### src/rtl/datapath_pkg.sv
// Shared definitions for the multi-cycle datapath: opcode/funct codes,
// instruction field bit positions, sequencer state enum and the
// illegal-instruction decode.
// Optional feature macro: DATAPATH_BRANCH_EN (enables BEQ/BNE; when
// undefined, opcodes 100/101 decode as illegal).
package datapath_pkg;

    localparam logic [2:0] OP_RTYPE = 3'b000;
    localparam logic [2:0] OP_ADDI  = 3'b001;
    localparam logic [2:0] OP_LW    = 3'b010;
    localparam logic [2:0] OP_SW    = 3'b011;
    localparam logic [2:0] OP_BEQ   = 3'b100;
    localparam logic [2:0] OP_BNE   = 3'b101;
    localparam logic [2:0] OP_ILL   = 3'b110;
    localparam logic [2:0] OP_HALT  = 3'b111;

    localparam logic [3:0] FN_ADD = 4'd0;
    localparam logic [3:0] FN_SUB = 4'd1;
    localparam logic [3:0] FN_AND = 4'd2;
    localparam logic [3:0] FN_OR  = 4'd3;
    localparam logic [3:0] FN_XOR = 4'd4;
    localparam logic [3:0] FN_SLT = 4'd5;
    localparam logic [3:0] FN_SLL = 4'd6;
    localparam logic [3:0] FN_SRL = 4'd7;

    localparam int OP_HI  = 15;
    localparam int OP_LO  = 13;
    localparam int RS_HI  = 12;
    localparam int RS_LO  = 10;
    localparam int RT_HI  = 9;
    localparam int RT_LO  = 7;
    localparam int RD_HI  = 6;
    localparam int RD_LO  = 4;
    localparam int FN_HI  = 3;
    localparam int FN_LO  = 0;
    localparam int IMM_HI = 6;
    localparam int IMM_LO = 0;

    typedef enum logic [2:0] {
        S_RST,
        S_FETCH,
        S_DECODE,
        S_EXEC,
        S_MEM,
        S_WB,
        S_HALT
    } state_t;

    function automatic logic is_illegal(input logic [15:0] instr);
        logic [2:0] op;
        op = instr[OP_HI:OP_LO];
        is_illegal = 1'b0;
        if (op == OP_ILL)
            is_illegal = 1'b1;
        if (op == OP_RTYPE && instr[FN_HI])
            is_illegal = 1'b1;
`ifndef DATAPATH_BRANCH_EN
        if (op == OP_BEQ || op == OP_BNE)
            is_illegal = 1'b1;
`endif
    endfunction

endpackage

### src/rtl/regfile_8xN.sv
// 8-entry register file, DATA_W bits wide.
// Ports: clk/reset (async, active-high, clears all entries), two
// combinational read ports (ra/rdata_a, rb/rdata_b), one synchronous
// write port (we/wa/wdata). r0 always reads 0 and ignores writes.
module regfile_8xN
    import datapath_pkg::*;
#(
    parameter int DATA_W = 16
) (
    input  logic              clk,
    input  logic              reset,
    input  logic [2:0]        ra,
    input  logic [2:0]        rb,
    output logic [DATA_W-1:0] rdata_a,
    output logic [DATA_W-1:0] rdata_b,
    input  logic              we,
    input  logic [2:0]        wa,
    input  logic [DATA_W-1:0] wdata
);

    logic [DATA_W-1:0] regs [8];

    always_ff @(posedge clk or posedge reset) begin
        if (reset) begin
            for (int unsigned i = 0; i < 8; i++)
                regs[i] <= '0;
        end else if (we && wa != 3'd0) begin
            regs[wa] <= wdata;
        end
    end

    assign rdata_a = (ra == 3'd0) ? '0 : regs[ra];
    assign rdata_b = (rb == 3'd0) ? '0 : regs[rb];

endmodule

### src/rtl/multicycle_datapath.sv
// Multi-cycle CPU core: FETCH/DECODE/EXEC/MEM/WB sequencer with an
// 8-entry register file and ALU, talking to separate instruction and
// data memories over req/ack handshakes (wait states allowed).
// Ports: clk, reset (async, active-high); imem_req/imem_addr/imem_ack/
// imem_rdata (fetch); dmem_req/dmem_we/dmem_addr/dmem_wdata/dmem_ack/
// dmem_rdata (load/store); halted, illegal, dbg_pc (status).
// Optional feature macro: DATAPATH_BRANCH_EN (BEQ/BNE support).
module multicycle_datapath
    import datapath_pkg::*;
#(
    parameter int DATA_W = 16,
    parameter int ADDR_W = 16
) (
    input  logic              clk,
    input  logic              reset,
    output logic              imem_req,
    output logic [ADDR_W-1:0] imem_addr,
    input  logic              imem_ack,
    input  logic [15:0]       imem_rdata,
    output logic              dmem_req,
    output logic              dmem_we,
    output logic [ADDR_W-1:0] dmem_addr,
    output logic [DATA_W-1:0] dmem_wdata,
    input  logic              dmem_ack,
    input  logic [DATA_W-1:0] dmem_rdata,
    output logic              halted,
    output logic              illegal,
    output logic [ADDR_W-1:0] dbg_pc
);

    state_t            state, state_nx;
    logic [ADDR_W-1:0] pc;
    logic [15:0]       ir;
    logic [DATA_W-1:0] a_q, b_q, alu_out, mdr, alu_res, simm;
    logic [DATA_W-1:0] rf_a, rf_b, rf_wdata;
    logic              illegal_q, rf_we;
    logic [2:0]        op, rs, rt, rd, rf_wa;
    logic [3:0]        funct;

    assign op    = ir[OP_HI:OP_LO];
    assign rs    = ir[RS_HI:RS_LO];
    assign rt    = ir[RT_HI:RT_LO];
    assign rd    = ir[RD_HI:RD_LO];
    assign funct = ir[FN_HI:FN_LO];
    assign simm  = {{(DATA_W-7){ir[IMM_HI]}}, ir[IMM_HI:IMM_LO]};

    regfile_8xN #(.DATA_W(DATA_W)) u_rf (
        .clk     (clk),
        .reset   (reset),
        .ra      (rs),
        .rb      (rt),
        .rdata_a (rf_a),
        .rdata_b (rf_b),
        .we      (rf_we),
        .wa      (rf_wa),
        .wdata   (rf_wdata)
    );

    // ALU: R-type uses funct, every other opcode needs rs + simm.
    always_comb begin
        alu_res = '0;
        if (op == OP_RTYPE) begin
            case (funct)
                FN_ADD:  alu_res = a_q + b_q;
                FN_SUB:  alu_res = a_q - b_q;
                FN_AND:  alu_res = a_q & b_q;
                FN_OR:   alu_res = a_q | b_q;
                FN_XOR:  alu_res = a_q ^ b_q;
                FN_SLT:  alu_res = {{(DATA_W-1){1'b0}}, ($signed(a_q) < $signed(b_q))};
                FN_SLL:  alu_res = a_q << b_q[3:0];
                FN_SRL:  alu_res = a_q >> b_q[3:0];
                default: alu_res = '0;
            endcase
        end else begin
            alu_res = a_q + simm;
        end
    end

`ifdef DATAPATH_BRANCH_EN
    logic              br_taken;
    logic [ADDR_W-1:0] br_target;
    assign br_taken  = (op == OP_BEQ && a_q == b_q) || (op == OP_BNE && a_q != b_q);
    // pc already points past the branch; offset is in halfwords.
    assign br_target = pc + {{(ADDR_W-8){ir[IMM_HI]}}, ir[IMM_HI:IMM_LO], 1'b0};
`endif

    always_ff @(posedge clk or posedge reset) begin
        if (reset)
            state <= S_RST;
        else
            state <= state_nx;
    end

    always_comb begin
        state_nx = state;
        case (state)
            S_RST:    state_nx = S_FETCH;
            S_FETCH:  if (imem_ack) state_nx = S_DECODE;
            S_DECODE: begin
                if (is_illegal(ir) || op == OP_HALT)
                    state_nx = S_HALT;
                else
                    state_nx = S_EXEC;
            end
            S_EXEC: begin
`ifdef DATAPATH_BRANCH_EN
                if (op == OP_BEQ || op == OP_BNE)
                    state_nx = S_FETCH;
                else
`endif
                if (op == OP_LW || op == OP_SW)
                    state_nx = S_MEM;
                else
                    state_nx = S_WB;
            end
            S_MEM:    if (dmem_ack) state_nx = (op == OP_LW) ? S_WB : S_FETCH;
            S_WB:     state_nx = S_FETCH;
            S_HALT:   state_nx = S_HALT;
            default:  state_nx = S_RST;
        endcase
    end

    always_comb begin
        imem_req = (state == S_FETCH);
        dmem_req = (state == S_MEM);
        dmem_we  = (state == S_MEM) && (op == OP_SW);
        halted   = (state == S_HALT);
        illegal  = (state == S_HALT) && illegal_q;
    end

    always_ff @(posedge clk or posedge reset) begin
        if (reset) begin
            pc        <= '0;
            ir        <= '0;
            a_q       <= '0;
            b_q       <= '0;
            alu_out   <= '0;
            mdr       <= '0;
            illegal_q <= 1'b0;
        end else begin
            case (state)
                S_FETCH: begin
                    if (imem_ack) begin
                        ir <= imem_rdata;
                        pc <= pc + ADDR_W'(2);
                    end
                end
                S_DECODE: begin
                    a_q       <= rf_a;
                    b_q       <= rf_b;
                    illegal_q <= is_illegal(ir);
                end
                S_EXEC: begin
                    alu_out <= alu_res;
`ifdef DATAPATH_BRANCH_EN
                    if (br_taken)
                        pc <= br_target;
`endif
                end
                S_MEM: begin
                    if (dmem_ack && op == OP_LW)
                        mdr <= dmem_rdata;
                end
                default: ;
            endcase
        end
    end

    assign rf_we    = (state == S_WB);
    assign rf_wa    = (op == OP_RTYPE) ? rd : rt;
    assign rf_wdata = (op == OP_LW) ? mdr : alu_out;

    assign imem_addr  = pc;
    assign dbg_pc     = pc;
    assign dmem_addr  = ADDR_W'(alu_out);
    assign dmem_wdata = b_q;

endmodule

### config.mk
export PLATFORM = sky130hd
export DESIGN_NAME = multicycle_datapath
export DESIGN_NICKNAME = d
export VERILOG_FILES = /design/src/rtl/datapath_pkg.sv /design/src/rtl/regfile_8xN.sv /design/src/rtl/multicycle_datapath.sv
export SDC_FILE = /design/constraint.sdc
export NUM_CORES = 1
export LEC_CHECK = 0
export BUFFER_PORTS_ARGS = -buffer_cell sky130_fd_sc_hd__buf_2
export CAP_MARGIN = 20
export CELL_PAD_IN_SITES_DETAIL_PLACEMENT = 2
export CELL_PAD_IN_SITES_GLOBAL_PLACEMENT = 2
export CORE_UTILIZATION = 39
export CTS_CLUSTER_DIAMETER = 30
export DETAILED_ROUTE_END_ITERATION = 6
export PLACE_DENSITY_LB_ADDON = 0.1
export SLEW_MARGIN = 30
export SYNTH_ARGS = -nofsm -noshare
export SYNTH_HDL_FRONTEND = slang
export SYNTH_SLANG_ARGS = --single-unit
export TNS_END_PERCENT = 5
### constraint.sdc
create_clock -name clk -period 7.1 [get_ports clk]
set_input_delay 0.355 -clock clk [delete_from_list [all_inputs] [get_ports clk]]
set_output_delay 0.355 -clock clk [all_outputs]
set_load 0.01 [all_outputs]
-- Yosys cells after proc, flatten, opt, wreduce, memory -nomap -nowiden
Index checks and enable logic that the tools add are counted.
Widths: inputs -> output; s select.
- magnitude comparators: 5
- shift-type cells: 2
- eq/ne operators: 21
- $add $sub $neg: 4
- mux-type cells: 25
- reductions and logical operators: 19
- divide/modulo/power cells: 0
- multiply operators: 0
- bitwise gates (word level): 6
- operators with widths (kind ; number):
    $mux 16 ; 9
    $bwmux 128 ; 1
    $pmux 16 s8 ; 1
    $bmux 16 s3 ; 2
    $demux 16 s3 ; 1
    $add 16x16->16 ; 2
    $eq 3x3->1 const B ; 7
    $pmux 3 s6 ; 1
    $add 16x2->16 const B ; 1
    $and 16x16->16 ; 1
    $eq 4x3->1 const B ; 4
    $lt 16x16->1 ; 1
    $or 16x16->16 ; 1
    $shl 16x4->16 ; 1
    $shr 16x4->16 ; 1
    $sub 16x16->16 ; 1
    $xor 16x16->16 ; 1
    $mux 3 ; 5
    $eq 3x2->1 const B ; 4
    $ge 4x4->1 const B ; 3
    $logic_not 3->1 ; 4
    $not 3->4 ; 3
    $eq 4x2->1 const B ; 2
    $logic_and 1x1->1 ; 6
    10 further kinds ; 19
- logic and storage cells: 98
- memory bits (read-only): 0
- bits in latches: 0
- register bits after elaboration: 228
- memories kept: 0
- RAM bits: 0
- output and inout port bits: 69

-- Depth between registers and ports, before layout
Gate-level depths: netlist of run 1.
- depth after elaboration: 8
- depth in mapped cells: 12

-- Modules after synthesis
Synthesis of run 1 repeated with hierarchy kept, for this count alone.
- cell total of the unflattened synthesis: 1441
- area, all modules: 14856.7 um^2
- by module, submodules not included (module ; instances ; area each (um^2) ; cells each):
    multicycle_datapath ; 1 ; 8654.6 ; 999
    regfile_8xN ; 1 ; 6202.2 ; 442

-- Worst setup path after synthesis of run 1
No wires, ideal clock.
- kind: flip-flop to flip-flop
- from: register b_q[3] (netlist: dmem_wdata[3])
- to: register alu_out[14] (netlist: dmem_addr[14])
- data arrival time: 2942 ps
- buffers on the path: 2
- cell stages (with the launch flop): 13
- slack: 4074 ps
- library setup time: 84 ps
- cells stage by stage: dfrtp_1 -> inv_1 -> clkbuf_1 -> ha_1 -> buf_2 -> nor2_1 -> a2111oi_2 -> o21ai_1 -> o221a_1 -> or4_1 -> a21oi_1 -> o21ai_0 -> a41oi_2
- cells in the longest elaborated chain, start to end: 3
- elaborated cells between the ends (all ways): 6
- those cells by class: 2 x add/sub; 2 x shift; 2 x mux
- ends and longest elaborated chain (what ; RTL line ; text):
    start, declared ; multicycle_datapath.sv:34 ; logic [DATA_W-1:0] a_q, b_q, alu_out, mdr, alu_res, simm;
    start signal, assigned ; multicycle_datapath.sv:150 ; b_q <= rf_b;
    $sub 16x16->16, or another cell as far along ; multicycle_datapath.sv:65 ; FN_SUB: alu_res = a_q - b_q;
    $pmux 16 s8 (*) ; multicycle_datapath.sv:63 ; case (funct)
    $mux 16 (*) ; multicycle_datapath.sv:62 ; if (op == OP_RTYPE) begin
    end signal, assigned ; multicycle_datapath.sv:154 ; alu_out <= alu_res;
    end, declared ; multicycle_datapath.sv:34 ;
Mark *: on every way between the ends. The rest lies on a longest branch, timed or not.
A chain may end at the register's enable or synchronous reset.

-- Worst setup path after layout of run 1
- from: register b_q[2] (netlist: dmem_wdata[2])
- to: register alu_out[15] (netlist: dmem_addr[15])
The elaborated chain is that of the path after synthesis.

==> results of run 1 <==
-- cell usage in the layout (no fill, tap or decap), types with 18 or more instances in the layout --
cell and n:
ha_1 74, o21ai_0 68, xnor2_1 18, a211oi_1 24, nor2_1 135, clkbuf_16 52, mux4_2 47, a22oi_1 40
mux2i_1 31, buf_4 29, nand2_1 188, o21ai_1 120, a21oi_1 111, dfrtp_1 209, mux2_2 49, buf_2 102
inv_1 44, nand3_1 21, mux2_1 18, nor3_1 27
-- worst paths after layout --
path | from | endpoint | slack, ps | cells past startpoint
setup / recovery | dmem_wdata[2] | dmem_addr[15] | 3080 | 11
hold / removal | imem_rdata[15] | ir[15] | 10 | 3
setup reg to reg | dmem_wdata[2] | dmem_addr[15] | 3080 | 11
hold reg to reg | mdr[15] | mdr[15] | 500 | 1
max in group asynchronous | reset | dmem_addr[0] | 5580 | 4
min in group asynchronous | reset | u_rf.regs[29] | 380 | 3
-- what timing repair did --
item,in CTS,in global routing
setup endpoints to repair,0,0
hold buffers,8,0
buffers inserted,0,0
endpoints found under the hold margin,64,0
-- final cells by class --
type | instances | area (um^2)
Clock buffer | 67 | 1448
Clock inverter | 28 | 382.9
Fill cell | 3789 | 18790
Inverter | 49 | 191.4
Multi-Input combinational cell | 1178 | 8329
Sequential cell | 211 | 5283
Tap cell | 461 | 576.8
Timing Repair Buffer | 141 | 830.8
-- critical path: stages (launching register included) --
cell and delay, ps:
dfrtp_1 320, buf_4 410, inv_1 370, ha_1 500
inv_1 70, a21oi_1 340, o31ai_1 240, a311oi_1 740
o22ai_1 280, nand2_1 150, a221oi_1 90, o32a_1 360
-- report_power, final --
part           switching, mW  internal (mW)  total (mW)
sequential             0.700           1.66        2.36
combinational           2.60           1.55        4.15
clock                  0.797           1.69        2.48
-- sequential cells by signal, summed over array words and instances (netlist names) --
register	flops
ir	16
dmem_wdata	16
dbg_pc	15
illegal_q	1
mdr	16
dmem_addr	16
a_q	16
state	3
u_rf.regs	112
-- layer usage --
layer / vias to the layer above / global-route usage (%) / share of wire (%)
met5: - / 0 / 0
met4: 0 / 13.96 / 3.9
met3: 126 / 4.428 / 4.1
met2: 317 / 57.29 / 50
met1: 6926 / 40.38 / 42
li1: 5807 / - / -
-- cells by family after synthesis --
family | share of synthesized area (%)
compound gates | 20.27
simple gates | 14.10
flops | 36.98
buf+inv | 5.021
mux | 14.87
fa+ha+maj | 6.904
xor+xnor | 1.840
other cells | 0.02626
==> out/results.tsv, run 1 <==
metric	value	unit
status	finished with violations	
violations	design-rule violations	
placed_cell_area	15130	um^2
syn_area	14280	um^2
gp_congestion	0.9065	
dieHeight	193.4	um
clock-sinks	211	
yosysTopAreaCell	dfrtp_1	
power.total	8.996	mW
irDropWorstVdd	0.2879	mV
cap_violations	0	
ys_async_sr_fraction	100.0	%
track_usage	32.71	%
end_kind	flip-flop	
yosysUniqueCellTypes	80	
clkLatencyLatePin	580	ps
clockBufferDepth	3	
grt_overflow_total	0	
cp-start-kind	flip-flop	
dp_hpwl	39.86	mm
syn_avg_cell_area	9.154	um^2
fp.dieW	193.4	um
synthCells	1560	
dieArea	37380	um^2
cts_tree	done	
diodes	0	
grt_pass1_wl	93.11	mm
path_max_fanout	51	
initial_core_util	39.86	%
nets	1746	
maxSlewHeadroom	35.25	%
finalSetupTns	0	ps
min_period	4016	ps
antenna_found_initial	4	
ys_warn_count	0	
clock_skew	30.28	ps
synth_edf_count	0	
holdWs	13.50	ps
criticalPathCategory	flip-flop to flip-flop	
portBuffers	102	
drtIter0Drc	727	
setup_ws	3084	ps
yosysSeqAreaShare	36.98	%
yosys_most_used_dff	dfrtp_1	
syn_to_final_growth	19.34	%
grt_pass1_vias	14690	
fmax	249.0	MHz
ys_ff_latch	211	
htree_levels	2	
firstDrtPassIters	7	
drv_slew	0	
fin_util	47.56	%
power.density	527.9	nW/um^2
finalWirelength	60.66	mm
core.rowCount	69	
period_share	56.56	%
min_path_type	primary input to flip-flop	
num_vias	13180	
grt_max_degree	80	
ios	105	
cts_root_buffer	clkbuf_16	
design_area	17040	um^2
cts_buffers	52	
cp.required	7560	ps
synth_common_cells	dfrtp_1 (211), nand2_1 (188), nor2_1 (135)	
via_per_inst	6.171	
critPathArrivalTime	4470	ps
worst_slew_pin_slew	944.2	ps
hold_violations	0	
p_leak	7.366	nW
drc	2	
rsz0062_at_grt	no	
core_area	35830	um^2
dpl.cell_count	2032	
ant_nets	0	
yosysMostFrequentCell	dfrtp_1	
pre_cts_slack	3199	ps
synth_top_area_share	36.98	%
synth_area_leaders	dfrtp_1 (37%), mux4_2 (7.4%), ha_1 (6.5%)	
cts.clk_slew.worst_paths	50	ps
final_cells	2135	
drive_gt1_share	20.49	%
wl_per_cell	28.41	um
setup_viol	0	
cts_resized	0	
(Power assumes the default switching activity.)
==> run 2: changes to the inputs <==
CORE_UTILIZATION = 35   (was 39)
clock period = 3.39 ns   (was 7.1 ns; I/O delays follow)
==> run 2 against run 1 <==
Against the previous run: the run now ends clean; power grew 140%; clock skew up 3.0 ps; die area up 11%; clock power rose to 2.8 times the previous value; cell area grew 8.8%.
==> out/results.tsv, run 2 (synthesis results as in run 1) <==
metric	value	unit	change
final_cell_mix	dfrtp_1 (208), nand2_1 (188), nor2_1 (135)		
clock-sinks	211		unchanged
finalSetupTns	0	ps	unchanged
nets	1838		+5.3%
drive_gt1_share	23.93	%	+3.4 points
cts_buffers	71		+37%
core.rowCount	73		+5.8%
r2r-start	a_q[0]		
initial_core_util	35.69	%	-4.2 points
finalWirelength	61.75	mm	+1.8%
final_cells	2306		+8.0%
dpl.cell_count	2143		+5.5%
hold_end	state[2]		
clockBufferDepth	3		unchanged
antenna_found_initial	2		-2
grt_max_degree	136		+70%
num_vias	13520		+2.6%
layout_commonest_cell	dfrtp_1		
status	completed		
grt_pass1_wl	94.67	mm	+1.7%
rr_endpoint	dmem_addr[14]		
worst_hold_path.num_cells	4		+1
drc	0		-2
dieArea	41610	um^2	+11%
firstDrtPassIters	5		-2
maxSlewHeadroom	40.29	%	+5.0 points
power.density	1140	nW/um^2	+120%
hold_violations	0		unchanged
setup_viol	0		unchanged
ios	105		unchanged
min_path_type	primary input to flip-flop		
via_per_inst	5.863		-5.0%
largest_reg_flops	112		unchanged
min_period	3251	ps	-765.1 ps
period_share	95.89	%	+39 points
fillers	4262		+12%
path_max_fanout	7		-86%
cts_tree	done		
grt_pass1_vias	15090		+2.7%
irDropWorstVdd	0.7093	mV	+150%
ant_nets	0		unchanged
fmax	307.6	MHz	+24%
p_leak	8.093	nW	+9.9%
dieHeight	204.0	um	+5.5%
grt_overflow_total	0		unchanged
top_register	u_rf.regs		
drtIter0Drc	695		-4.4%
track_usage	30.35	%	-2.4 points
cts_root_buffer	clkbuf_16		
rsz0062_at_grt	no		
critPathArrivalTime	3750	ps	-720 ps
holdWs	27.98	ps	+14.48 ps
portBuffers	102		unchanged
htree_levels	3		+1
clock_skew	33.25	ps	+2.966 ps
cap_violations	0		unchanged
gp_congestion	0.9304		+2.6%
drv_slew	0		unchanged
core_area	40010	um^2	+12%
clkLatencyLatePin	590	ps	about the same
cp-start-kind	flip-flop		
cts.clk_slew.worst_paths	40	ps	about the same
wl_per_cell	26.78	um	-5.7%
fp.dieW	204.0	um	+5.5%
cp.required	3890	ps	-3670 ps
hp-start	dmem_ack		
dp_hpwl	41.51	mm	+4.1%
worst_slew_pin_slew	890.8	ps	-53.48 ps
criticalPathCategory	flip-flop to flip-flop		
syn_to_final_growth	29.90	%	
reg2reg_depth	11		unchanged
reg2reg_slack	140	ps	-2940 ps
end_kind	flip-flop		
[run 2: cell types whose count changed in the layout (fill, tap and decap cells not counted), moves of 2 or more]
| cell | previous run | this run |
|---|---|---|
| clkbuf_1 | 6 | 9 |
| dlygate4sd3_1 | 8 | 34 |
| bufinv_16 | 7 | 12 |
| clkbuf_16 | 52 | 74 |
| clkinv_2 | 5 | 11 |
| clkinv_4 | 3 | 1 |
| buf_4 | 29 | 74 |
| buf_12 | 0 | 4 |
| buf_6 | 2 | 0 |
| fa_1 | 3 | 1 |
| fa_2 | 0 | 2 |
[run 2: cell type report]
class | instances | area, um^2 | share of cell area [%]
Multi-Input combinational cell | 1178 | 8359 | 45.07
Sequential cell | 211 | 5284 | 28.49
Clock buffer | 92 | 2009 | 10.83
Timing Repair Buffer | 214 | 1486 | 8.014
Tap cell | 525 | 656.9 | 3.541
Clock inverter | 36 | 563.0 | 3.035
Inverter | 49 | 187.7 | 1.012
Antenna cell | 1 | 2.502 | 0.01349
[run 2: worst max-delay path by stage]
stage | depth (start not counted) | start | to | slack, ps
after floorplan | 12 | dmem_wdata[3] | dmem_addr[14] | 360
after global placement | 11 | a_q[0] | dmem_addr[14] | 150
after detailed placement | 11 | a_q[0] | dmem_addr[14] | 60
after CTS | 11 | a_q[0] | dmem_addr[12] | 80
after global routing | 11 | a_q[0] | dmem_addr[14] | 20
final | 11 | a_q[0] | dmem_addr[14] | 140
[run 2: report_power, final]
part           switching, mW  total [mW]  internal (mW)  leakage, nW
logic                   5.87        9.48           3.61         4.08
registers               1.12        4.60           3.49         2.77
clock network           1.99        7.06           5.07         1.24
[run 2: timing repair]
action,4_1_cts,5_1_grt
resized for setup,1,6
pin swaps,0,4
setup endpoints to repair,1,5
endpoints found under the hold margin,109,0
hold buffers,34,0
setup buffers,0,0
[run 2: routing by layer]
metal	vias up	GRT usage, %	wire length [um]
met3	131	5.277	2452
met1	7075	37.81	26370
met5	-	0	0
met2	302	52.24	31010
met4	0	11.51	1920
li1	6012	-	-
[run 2: metrics by stage]
stage	util, %	setup slack [ps]	area [um^2]	total power, mW
finish	46.37	139.2	18550	21.14
global route	46.36	22.32	18550	22.23
CTS	46.28	76.41	18520	21.10
detailed placement	38.97	59.08	15590	13.67
global placement	38.97	151.1	15590	13.33
floorplan	-	364.2	14290	10.10
[run 2: worst max-delay path, cell delays in order, from the launching register on]
cell and delay [ps]:
dfrtp_2 450, inv_1 130, ha_1 220, fa_2 250
o21bai_1 160, a2111oi_4 510, o21ai_2 140, o221a_1 290
or4_1 510, a21oi_1 180, o21ai_0 140, a41oi_2 180
